## src/rtl/keypad_input_ctrl.sv

```systemverilog
// keypad_input_ctrl
// Scans a 4x4 active-low matrix keypad, synchronises and debounces the columns,
// and turns one stable keypress into a single held command for gencon.
// A command is held until key_read. The next key is accepted only after the
// keypad has been seen fully released.
//
// state        | meaning
// -------------+--------------------------------------------------------------
// ST_IDLE      | waiting for exactly one debounced key (D ignored)
// ST_PRESENT   | command outputs held until gencon pulses key_read
// ST_RELEASE   | outputs cleared, waiting for a debounced all-released keypad
module keypad_input_ctrl #(
    parameter int SCAN_DIV       = 1000,
    parameter int DEBOUNCE_SCANS = 4
) (
    input  logic       clk,
    input  logic       RST,
    input  logic [3:0] kp_col_n,
    output logic [3:0] kp_row_n,
    input  logic       key_read,
    output logic [3:0] keypad_input,
    output logic       read_input,
    output logic [2:0] operator_input,
    output logic       equal_input
);

    localparam int SCAN_W = (SCAN_DIV > 1) ? $clog2(SCAN_DIV) : 1;
    localparam int DB_W   = $clog2(DEBOUNCE_SCANS + 1);

    localparam logic [SCAN_W-1:0] SCAN_LAST = SCAN_W'(SCAN_DIV - 1);
    localparam logic [DB_W-1:0]   DB_MAX    = DB_W'(DEBOUNCE_SCANS);

    // key D sits at row3/col3 and never produces a command
    localparam logic [15:0] KEY_MASK = 16'h7FFF;

    localparam logic [1:0] ST_IDLE    = 2'd0;
    localparam logic [1:0] ST_PRESENT = 2'd1;
    localparam logic [1:0] ST_RELEASE = 2'd2;

    logic [3:0]        col_meta;
    logic [3:0]        col_sync;
    logic [SCAN_W-1:0] scan_cnt;
    logic [1:0]        row_idx;
    logic [11:0]       raw_acc;
    logic              sample_now;
    logic              scan_done;
    logic [15:0]       raw_vec;
    logic [15:0]       prev_vec;
    logic [15:0]       stable_vec;
    logic [DB_W-1:0]   stable_cnt;
    logic [DB_W-1:0]   cnt_next;
    logic              stable_upd;
    logic [15:0]       key_vec;
    logic [4:0]        key_cnt;
    logic [3:0]        key_idx;
    logic              single_key;
    logic [1:0]        state;
    logic [3:0]        dec_digit;
    logic              dec_read;
    logic [2:0]        dec_op;
    logic              dec_eq;

    // Two-flop synchroniser on the asynchronous column inputs
    always_ff @(posedge clk) begin
        if (RST) begin
            col_meta <= 4'hF;
            col_sync <= 4'hF;
        end else begin
            col_meta <= kp_col_n;
            col_sync <= col_meta;
        end
    end

    assign sample_now = (scan_cnt == SCAN_LAST);
    assign scan_done  = sample_now && (row_idx == 2'd3);
    assign raw_vec    = {~col_sync, raw_acc};

    // Row dwell timer and row rotation; each row is sampled on its last dwell cycle
    always_ff @(posedge clk) begin
        if (RST) begin
            scan_cnt <= '0;
            row_idx  <= 2'd0;
            kp_row_n <= 4'b1110;
            raw_acc  <= '0;
        end else if (sample_now) begin
            scan_cnt <= '0;
            row_idx  <= row_idx + 2'd1;
            kp_row_n <= {kp_row_n[2:0], kp_row_n[3]};
            case (row_idx)
                2'd0:    raw_acc[3:0]  <= ~col_sync;
                2'd1:    raw_acc[7:4]  <= ~col_sync;
                2'd2:    raw_acc[11:8] <= ~col_sync;
                default: raw_acc       <= raw_acc;
            endcase
        end else begin
            scan_cnt <= scan_cnt + SCAN_W'(1);
        end
    end

    // Next stable-scan count: saturating run length of identical full scans
    always_comb begin
        cnt_next = DB_W'(1);
        if (raw_vec == prev_vec) begin
            cnt_next = (stable_cnt == DB_MAX) ? stable_cnt : stable_cnt + DB_W'(1);
        end
    end

    // Debounce on full-scan boundaries; stable_upd marks a fresh stable vector
    always_ff @(posedge clk) begin
        if (RST) begin
            prev_vec   <= '0;
            stable_vec <= '0;
            stable_cnt <= '0;
            stable_upd <= 1'b0;
        end else begin
            stable_upd <= 1'b0;
            if (scan_done) begin
                prev_vec   <= raw_vec;
                stable_cnt <= cnt_next;
                if (cnt_next == DB_MAX) begin
                    stable_vec <= raw_vec;
                    stable_upd <= 1'b1;
                end
            end
        end
    end

    assign key_vec    = stable_vec & KEY_MASK;
    assign single_key = (key_cnt == 5'd1);

    // Population count and position of the pressed key (meaningful when single)
    always_comb begin
        key_cnt = '0;
        key_idx = '0;
        for (int i = 0; i < 16; i++) begin
            if (key_vec[i]) begin
                key_cnt = key_cnt + 5'd1;
                key_idx = 4'(i);
            end
        end
    end

    // Map key position to a gencon command
    always_comb begin
        dec_digit = 4'd0;
        dec_read  = 1'b0;
        dec_op    = 3'd0;
        dec_eq    = 1'b0;
        case (key_idx)
            4'd0:  begin dec_read = 1'b1; dec_digit = 4'd1; end
            4'd1:  begin dec_read = 1'b1; dec_digit = 4'd2; end
            4'd2:  begin dec_read = 1'b1; dec_digit = 4'd3; end
            4'd3:  dec_op = 3'd2;
            4'd4:  begin dec_read = 1'b1; dec_digit = 4'd4; end
            4'd5:  begin dec_read = 1'b1; dec_digit = 4'd5; end
            4'd6:  begin dec_read = 1'b1; dec_digit = 4'd6; end
            4'd7:  dec_op = 3'd3;
            4'd8:  begin dec_read = 1'b1; dec_digit = 4'd7; end
            4'd9:  begin dec_read = 1'b1; dec_digit = 4'd8; end
            4'd10: begin dec_read = 1'b1; dec_digit = 4'd9; end
            4'd11: dec_op = 3'd4;
            4'd12: dec_op = 3'd1;
            4'd13: begin dec_read = 1'b1; dec_digit = 4'd0; end
            4'd14: dec_eq = 1'b1;
            default: ;
        endcase
    end

    // Command FSM with registered outputs
    always_ff @(posedge clk) begin
        if (RST) begin
            state          <= ST_IDLE;
            keypad_input   <= 4'd0;
            read_input     <= 1'b0;
            operator_input <= 3'd0;
            equal_input    <= 1'b0;
        end else begin
            case (state)
                ST_IDLE: begin
                    if (single_key) begin
                        keypad_input   <= dec_digit;
                        read_input     <= dec_read;
                        operator_input <= dec_op;
                        equal_input    <= dec_eq;
                        state          <= ST_PRESENT;
                    end else begin
                        keypad_input   <= 4'd0;
                        read_input     <= 1'b0;
                        operator_input <= 3'd0;
                        equal_input    <= 1'b0;
                    end
                end
                ST_PRESENT: begin
                    if (key_read) begin
                        keypad_input   <= 4'd0;
                        read_input     <= 1'b0;
                        operator_input <= 3'd0;
                        equal_input    <= 1'b0;
                        state          <= ST_RELEASE;
                    end
                end
                ST_RELEASE: begin
                    if (stable_upd && (key_vec == 16'd0)) begin
                        state <= ST_IDLE;
                    end
                end
                default: begin
                    state          <= ST_IDLE;
                    keypad_input   <= 4'd0;
                    read_input     <= 1'b0;
                    operator_input <= 3'd0;
                    equal_input    <= 1'b0;
                end
            endcase
        end
    end

endmodule

```

## config.mk

```make
export PLATFORM = sky130hd
export DESIGN_NAME = keypad_input_ctrl
export DESIGN_NICKNAME = d
export VERILOG_FILES = /design/src/rtl/keypad_input_ctrl.sv
export SDC_FILE = /design/constraint.sdc
export NUM_CORES = 1
export LEC_CHECK = 0
export ABC_AREA = 0
export BUFFER_PORTS_ARGS = -buffer_cell sky130_fd_sc_hd__clkbuf_2
export CORE_MARGIN = 10
export CORE_UTILIZATION = 44
export DETAILED_ROUTE_END_ITERATION = 7
export MAX_ROUTING_LAYER = met4
export SYNTH_ARGS = -nofsm -noshare
export SYNTH_HDL_FRONTEND = slang
export SYNTH_SLANG_ARGS = --single-unit
```

## constraint.sdc

```tcl
create_clock -name clk -period 9.9 [get_ports clk]
set_input_delay 0.99 -clock clk [delete_from_list [all_inputs] [get_ports clk]]
set_output_delay 0.99 -clock clk [all_outputs]
set_load 0.02 [all_outputs]
```

Yosys cells after proc, flatten, opt, wreduce, memory -nomap -nowiden

Cells that the tools add are included.

Register bits after elaboration: 82
Input bits: 7

Add/sub/neg operators: 17
Equality and inequality tests: 27
Mux-type cells: 51
Bitwise gates (word level): 3
Reductions and logical operators: 15

Operator list:

| cell                                                                  | count |
|---|---|
| 5-bit by 1-bit adder with 5-bit output, second input constant         | 14 |
| 5-bit two-way mux                                                     | 14 |
| 4-bit two-way mux                                                     | 14 |
| 4-bit case mux with 9 select lines                                    | 1 |
| 4-bit equality test, second input constant                            | 7 |
| 16-bit equality test                                                  | 1 |
| 4-bit by 3-bit equality test with 1-bit output, second input constant | 4 |
| 16-bit logical NOT                                                    | 1 |
| 3-bit two-way mux                                                     | 4 |
| 3-bit case mux with 4 select lines                                    | 1 |
| 4-bit case mux with 3 select lines                                    | 1 |
| 10-bit by 1-bit adder with 10-bit output, second input constant       | 1 |
| 10-bit equality test, second input constant                           | 1 |
| 2-bit AND reduction                                                   | 5 |
| 10-bit OR reduction                                                   | 1 |
| 3-bit case mux with 3 select lines                                    | 1 |
| 4-bit by 2-bit equality test with 1-bit output, second input constant | 2 |
| 1-bit two-way mux                                                     | 8 |
| 2-bit two-way mux                                                     | 4 |
| 2-bit equality test, second input constant                            | 3 |
| 3-bit equality test, second input constant                            | 2 |
| 2-bit != test, second input constant                                  | 3 |
| 1-bit case mux with 3 select lines                                    | 2 |
| 2-bit case mux with 3 select lines                                    | 1 |
| other kinds (12)                                                      | 17 |

Longest topological paths before layout

Word-level depth: 32
Depth in mapped cells: 45
Depth with buffers taken out: 44

Worst setup path before layout

Ideal clock, no wire load.

Path type: register to register
Start point: register stable_vec[0]
End point: register operator_input[0]
Setup time: 96 ps
Data arrival time: 8430 ps
Required time: 9804 ps
Slack: 1374 ps
Cell stages (with the launch flop): 46
Period minus slack after synthesis: 8526 ps
Cell sequence: dfxtp_1 > inv_1 > ha_1 > buf_2 > xor2_1 > ha_1 > mux2_2 > ha_1 > mux2_2 > ha_1 > inv_1 > a22oi_1 > nor2_1 > inv_1 > ha_1 > nand2b_1 > o31a_1 > ha_1 > [10 not listed] > o21ai_0 > ha_1 > a21oi_1 > o31ai_1 > ha_1 > mux2i_1 > inv_1 > ha_1 > nand2_1 > o21ai_0 > ha_1 > nand2_1 > xnor2_1 > xnor2_1 > o311ai_1 > nor4_4 > nand2_1 > o41ai_2

Longest elaborated chain between the ends: 32

RTL lines:

| what                                               | RTL line | text |
|---|---|---|
| from (decl)                                        | 49       | `logic [15:0] stable_vec;` |
| from (signal assigned)                             | 121      | `stable_vec <= raw_vec;` |
| 1-bit two-way mux (*)                              | 136      | `if (key_vec[i]) begin` |
| 5-bit by 1-bit adder with 5-bit output             | 137      | `key_cnt = key_cnt + 5'd1;` |
| 5-bit two-way mux (*)                              | 136      |  |
| 5-bit by 1-bit adder with 5-bit output             | 137      |  |
| 5-bit two-way mux (*)                              | 136      |  |
| 5-bit by 1-bit adder with 5-bit output             | 137      |  |
| 5-bit two-way mux (*)                              | 136      |  |
| 5-bit by 1-bit adder with 5-bit output             | 137      |  |
| [16 not listed]                                    | -        |  |
| 5-bit two-way mux (*)                              | 136      |  |
| 5-bit by 1-bit adder with 5-bit output             | 137      |  |
| 5-bit two-way mux (*)                              | 136      |  |
| 5-bit by 1-bit adder with 5-bit output             | 137      |  |
| 5-bit two-way mux (*)                              | 136      |  |
| 5-bit by 1-bit equality test with 1-bit output (*) | 129      | `assign single_key = (key_cnt == 5'd1);` |
| 3-bit two-way mux (*)                              | 180      | `if (single_key) begin` |
| 3-bit case mux with 3 select lines (*)             | 178      | `case (state)` |
| to (signal assigned)                               | 183      | `operator_input <= dec_op;` |
| to (decl)                                          | 23       | `output logic [2:0] operator_input,` |

Every way passes the cells marked *; elsewhere a longest branch is shown, timed or not.
A chain may end at the register's enable or synchronous reset.

Worst setup path in the final report

Start point: register stable_vec[1]
End point: register operator_input[0]

Longest elaborated chain between the ends: 30
Elaborated cells on any way between the ends: 49
Classes of those cells: 13 x add/sub; 5 x eq/ne; 31 x mux

RTL lines:

| what                                           | RTL line |
|---|---|
| 5-bit two-way mux                              | 136 |
| 5-bit by 1-bit adder with 5-bit output         | 137 |
| 5-bit two-way mux                              | 136 |
| 5-bit by 1-bit adder with 5-bit output         | 137 |
| 5-bit two-way mux                              | 136 |
| 5-bit by 1-bit adder with 5-bit output         | 137 |
| 5-bit two-way mux                              | 136 |
| 5-bit by 1-bit adder with 5-bit output         | 137 |
| [14 not listed]                                | - |
| 5-bit two-way mux                              | 136 |
| 5-bit by 1-bit adder with 5-bit output         | 137 |
| 5-bit two-way mux                              | 136 |
| 5-bit by 1-bit adder with 5-bit output         | 137 |
| 5-bit two-way mux                              | 136 |
| 5-bit by 1-bit equality test with 1-bit output | 129 |
| 3-bit two-way mux (*)                          | 180 |
| 3-bit case mux with 3 select lines (*)         | 178 |

Marked as above.

==> reports/qor.yml <==
detailed_routing:
  post_drt_wl_per_cell_um: 14.0
  vias: 4079
  vias_per_cell: 5.42
  ant_nets: 0
  drt-total-wl_um: 10500
  drc: 0
  drt_iter0_drc: 204
  drt-pass1-iter-count: 4
status:
  status: "finished clean"
clock_tree:
  cts.path.max_buffers: 2
  cts-hold-fix-buffers: 0
  clkTransAtPathRegs_ns: 0.06
  htreeDepth: 3
  insertion_delay_ns: 0.35
  ctsRootBufferMaster: "clkbuf_16"
  cts_buffers: 9
  cts.sinks: 82
  cts_tree: "done"
run:
  drv_cap: 0
timing:
  setup_ws_ns: 0.628
  fin_worst_skew_ns: 0.00861
  tns_ns: 0
  fin_crit_sh: 0.937
  hold_viol: 0
  finalWorstPathRequiredPeriod_ns: 9.27
  drv_slew: 0
  setup_viol: 0
  fmax_mhz: 108
  tightestPinTransition_ns: 0.776
  relSlewSlack: 0.476
  whs_ns: 0.409
synthesis:
  syn_avg_cell_area_um2: 8.42
  synth_ff_type: "dfxtp_1"
  synth_area_leader_cell: "dfxtp_1"
  synth_warnings: 0
  syn_area_um2: 5060
  post_synth_num_cell_types: 75
  synth_edf_count: 0
  syn_inst: 601
  async_flop_share: 0
  syn_nets: 630
  synth_area_leaders: "dfxtp_1 (32%), nand2_1 (6.0%), nor2_1 (6.0%)"
  synth_seq_area_share: 0.325
  yosys.area.top_type_share: 0.325
  ys_ff_latch: 82
place:
  pre_cts_slack_ns: 0.445
  dp_hpwl_um: 7890
  gp_congestion: 0.824
  numPortBuffers: 19
layout:
  fin_util: 0.493
  mostFrequentLayoutCell: "dfxtp_1"
  antennaDiodeCount: 0
  fillers: 1117
  area_growth_pct: 10.4
  finalNetCount: 634
  drive_gt1_frac: 0.125
  regArea_um2: 1640
  multi_input_area_um2: 3230
  mostFrequentLayoutCells: "dfxtp_1 (82), nor2_1 (81), nand2_1 (81)"
worst_setup_path:
  slowest_stage: "nor4_4"
  required_ns: 10.15
  path_class: "reg2reg"
  startpoint_type: "flip-flop"
  worstPathArrival_ns: 9.52
  crit_path_end_kind: "flip-flop"
  cpMostUsedCell: "ha_1"
  crit_path_max_incr_delay_ns: 0.41
  cp_max_fo: 7
power_and_ir_drop:
  p_per_area_nw_per_um2: 127
  power.ir.vdd_worst_uv: 119
  total_power_uw: 707
  p_leak_uw: 0.00222
floorplanning:
  initial_core_util: 0.447
  pin_count: 20
  die_area_um2: 16200
  die_w_um: 127
  num_rows: 39
  die_h_um: 127
  core_area_um2: 11300
grt:
  gr-total-overflow: 0
  antenna_found_initial: 0
  grt_max_degree: 67
  globalRouteTotalUtil: 0.138
  grt_pass1_vias: 3846
  grt_pass1_wl_um: 18300
worst_hold_path:
  hold_class: "reg2reg"
-- cells by family (layout without fill, tap and decap cells) --
kind of cell               after synthesis  count (layout)  synth area share
and+or+nand+nor                        254             254             0.237
xor gates and xnor gates                65              65             0.150
adders and majority gates               22              22            0.0544
buffers and inverters                   49              58            0.0401
muxes                                   28              28            0.0599
DFF                                     82              82             0.325
AOI/OAI and AO/OA                      101             101             0.134
-- synthesized netlist by cell type (all sizes together) (6+ instances only) --
cell     n
a21oi   37
and2     7
buf      8
clkbuf  24
dfxtp   82
ha      22
inv     17
mux2i   22
nand2   81
nand3   16
nand4    8
nor2    81
nor2b    9
nor3    11
nor4     6
o21ai   15
o31ai    9
or2     11
xnor2   32
xnor3    7
xor2    24
-- state kept, by name, indices dropped and copies added, names as in the netlist, 3 cells and up --
| signal | cells |
|---|---|
| stable_cnt | 3 |
| col_sync | 4 |
| raw_acc | 12 |
| col_meta | 4 |
| keypad_input | 4 |
| kp_row_n | 4 |
| operator_input | 3 |
| stable_vec | 15 |
| scan_cnt | 10 |
| prev_vec | 16 |
-- worst paths after layout --
kind | startpoint | end | slack, ns | depth (start not counted)
max | stable_vec[1]$_SDFFE_PP0P_ | operator_input[0]$_SDFFE_PP0P_ | 0.63 | 44
min | col_meta[1]$_SDFF_PP1_ | col_sync[1]$_SDFF_PP1_ | 0.41 | 1
max reg2reg | stable_vec[1]$_SDFFE_PP0P_ | operator_input[0]$_SDFFE_PP0P_ | 0.63 | 44
min reg2reg | col_meta[1]$_SDFF_PP1_ | col_sync[1]$_SDFF_PP1_ | 0.41 | 1
-- per-stage QoR --
step | instance area, µm² | cells
after global placement | 5220 | 734
final | 5580 | 753
after global routing | 5580 | 753
after floorplan | 5060 | 601
after CTS | 5540 | 750
after detailed placement | 5220 | 734
-- worst max-delay path, delay by kind of cell, from the launching register on --
family	cells	cell delay, ns
and+or+nand+nor	8	1.08
adders and majority gates	13	3.79
AOI/OAI and AO/OA	10	1.70
buffers and inverters	5	0.37
xor gates and xnor gates	3	0.51
DFF	1	0.37
muxes	5	1.36
-- what timing repair did --
action | in CTS | in global routing
resized for setup | 0 | 4
setup endpoints to repair | 0 | 10
setup buffers | 0 | 3
-- where the power goes --
part           internal (µW)  total [µW]  switching, µW
clock                    222         360            137
sequential               332         335           2.57
combinational           4.49        12.0           7.50
total                    559         707            147
-- layout make-up --
cell class,count,share of cell area
tap,143,0.0320
sequential,82,0.294
clock buffer,9,0.0403
clock inverter,7,0.0179
inverter,17,0.0114
multi-input combinational,470,0.579
timing repair buffer,25,0.0251
-- metal layers --
metal / global-route usage / vias to the layer above / share of wire
met2: 0.222 / 56 / 0.48
met1: 0.171 / 1937 / 0.48
met4: 0.0502 / 0 / 0.016
li1: - / 2076 / -
met5: - / - / 0
met3: 0.0227 / 10 / 0.029
Note: power is estimated with default switching activity, not from simulation.
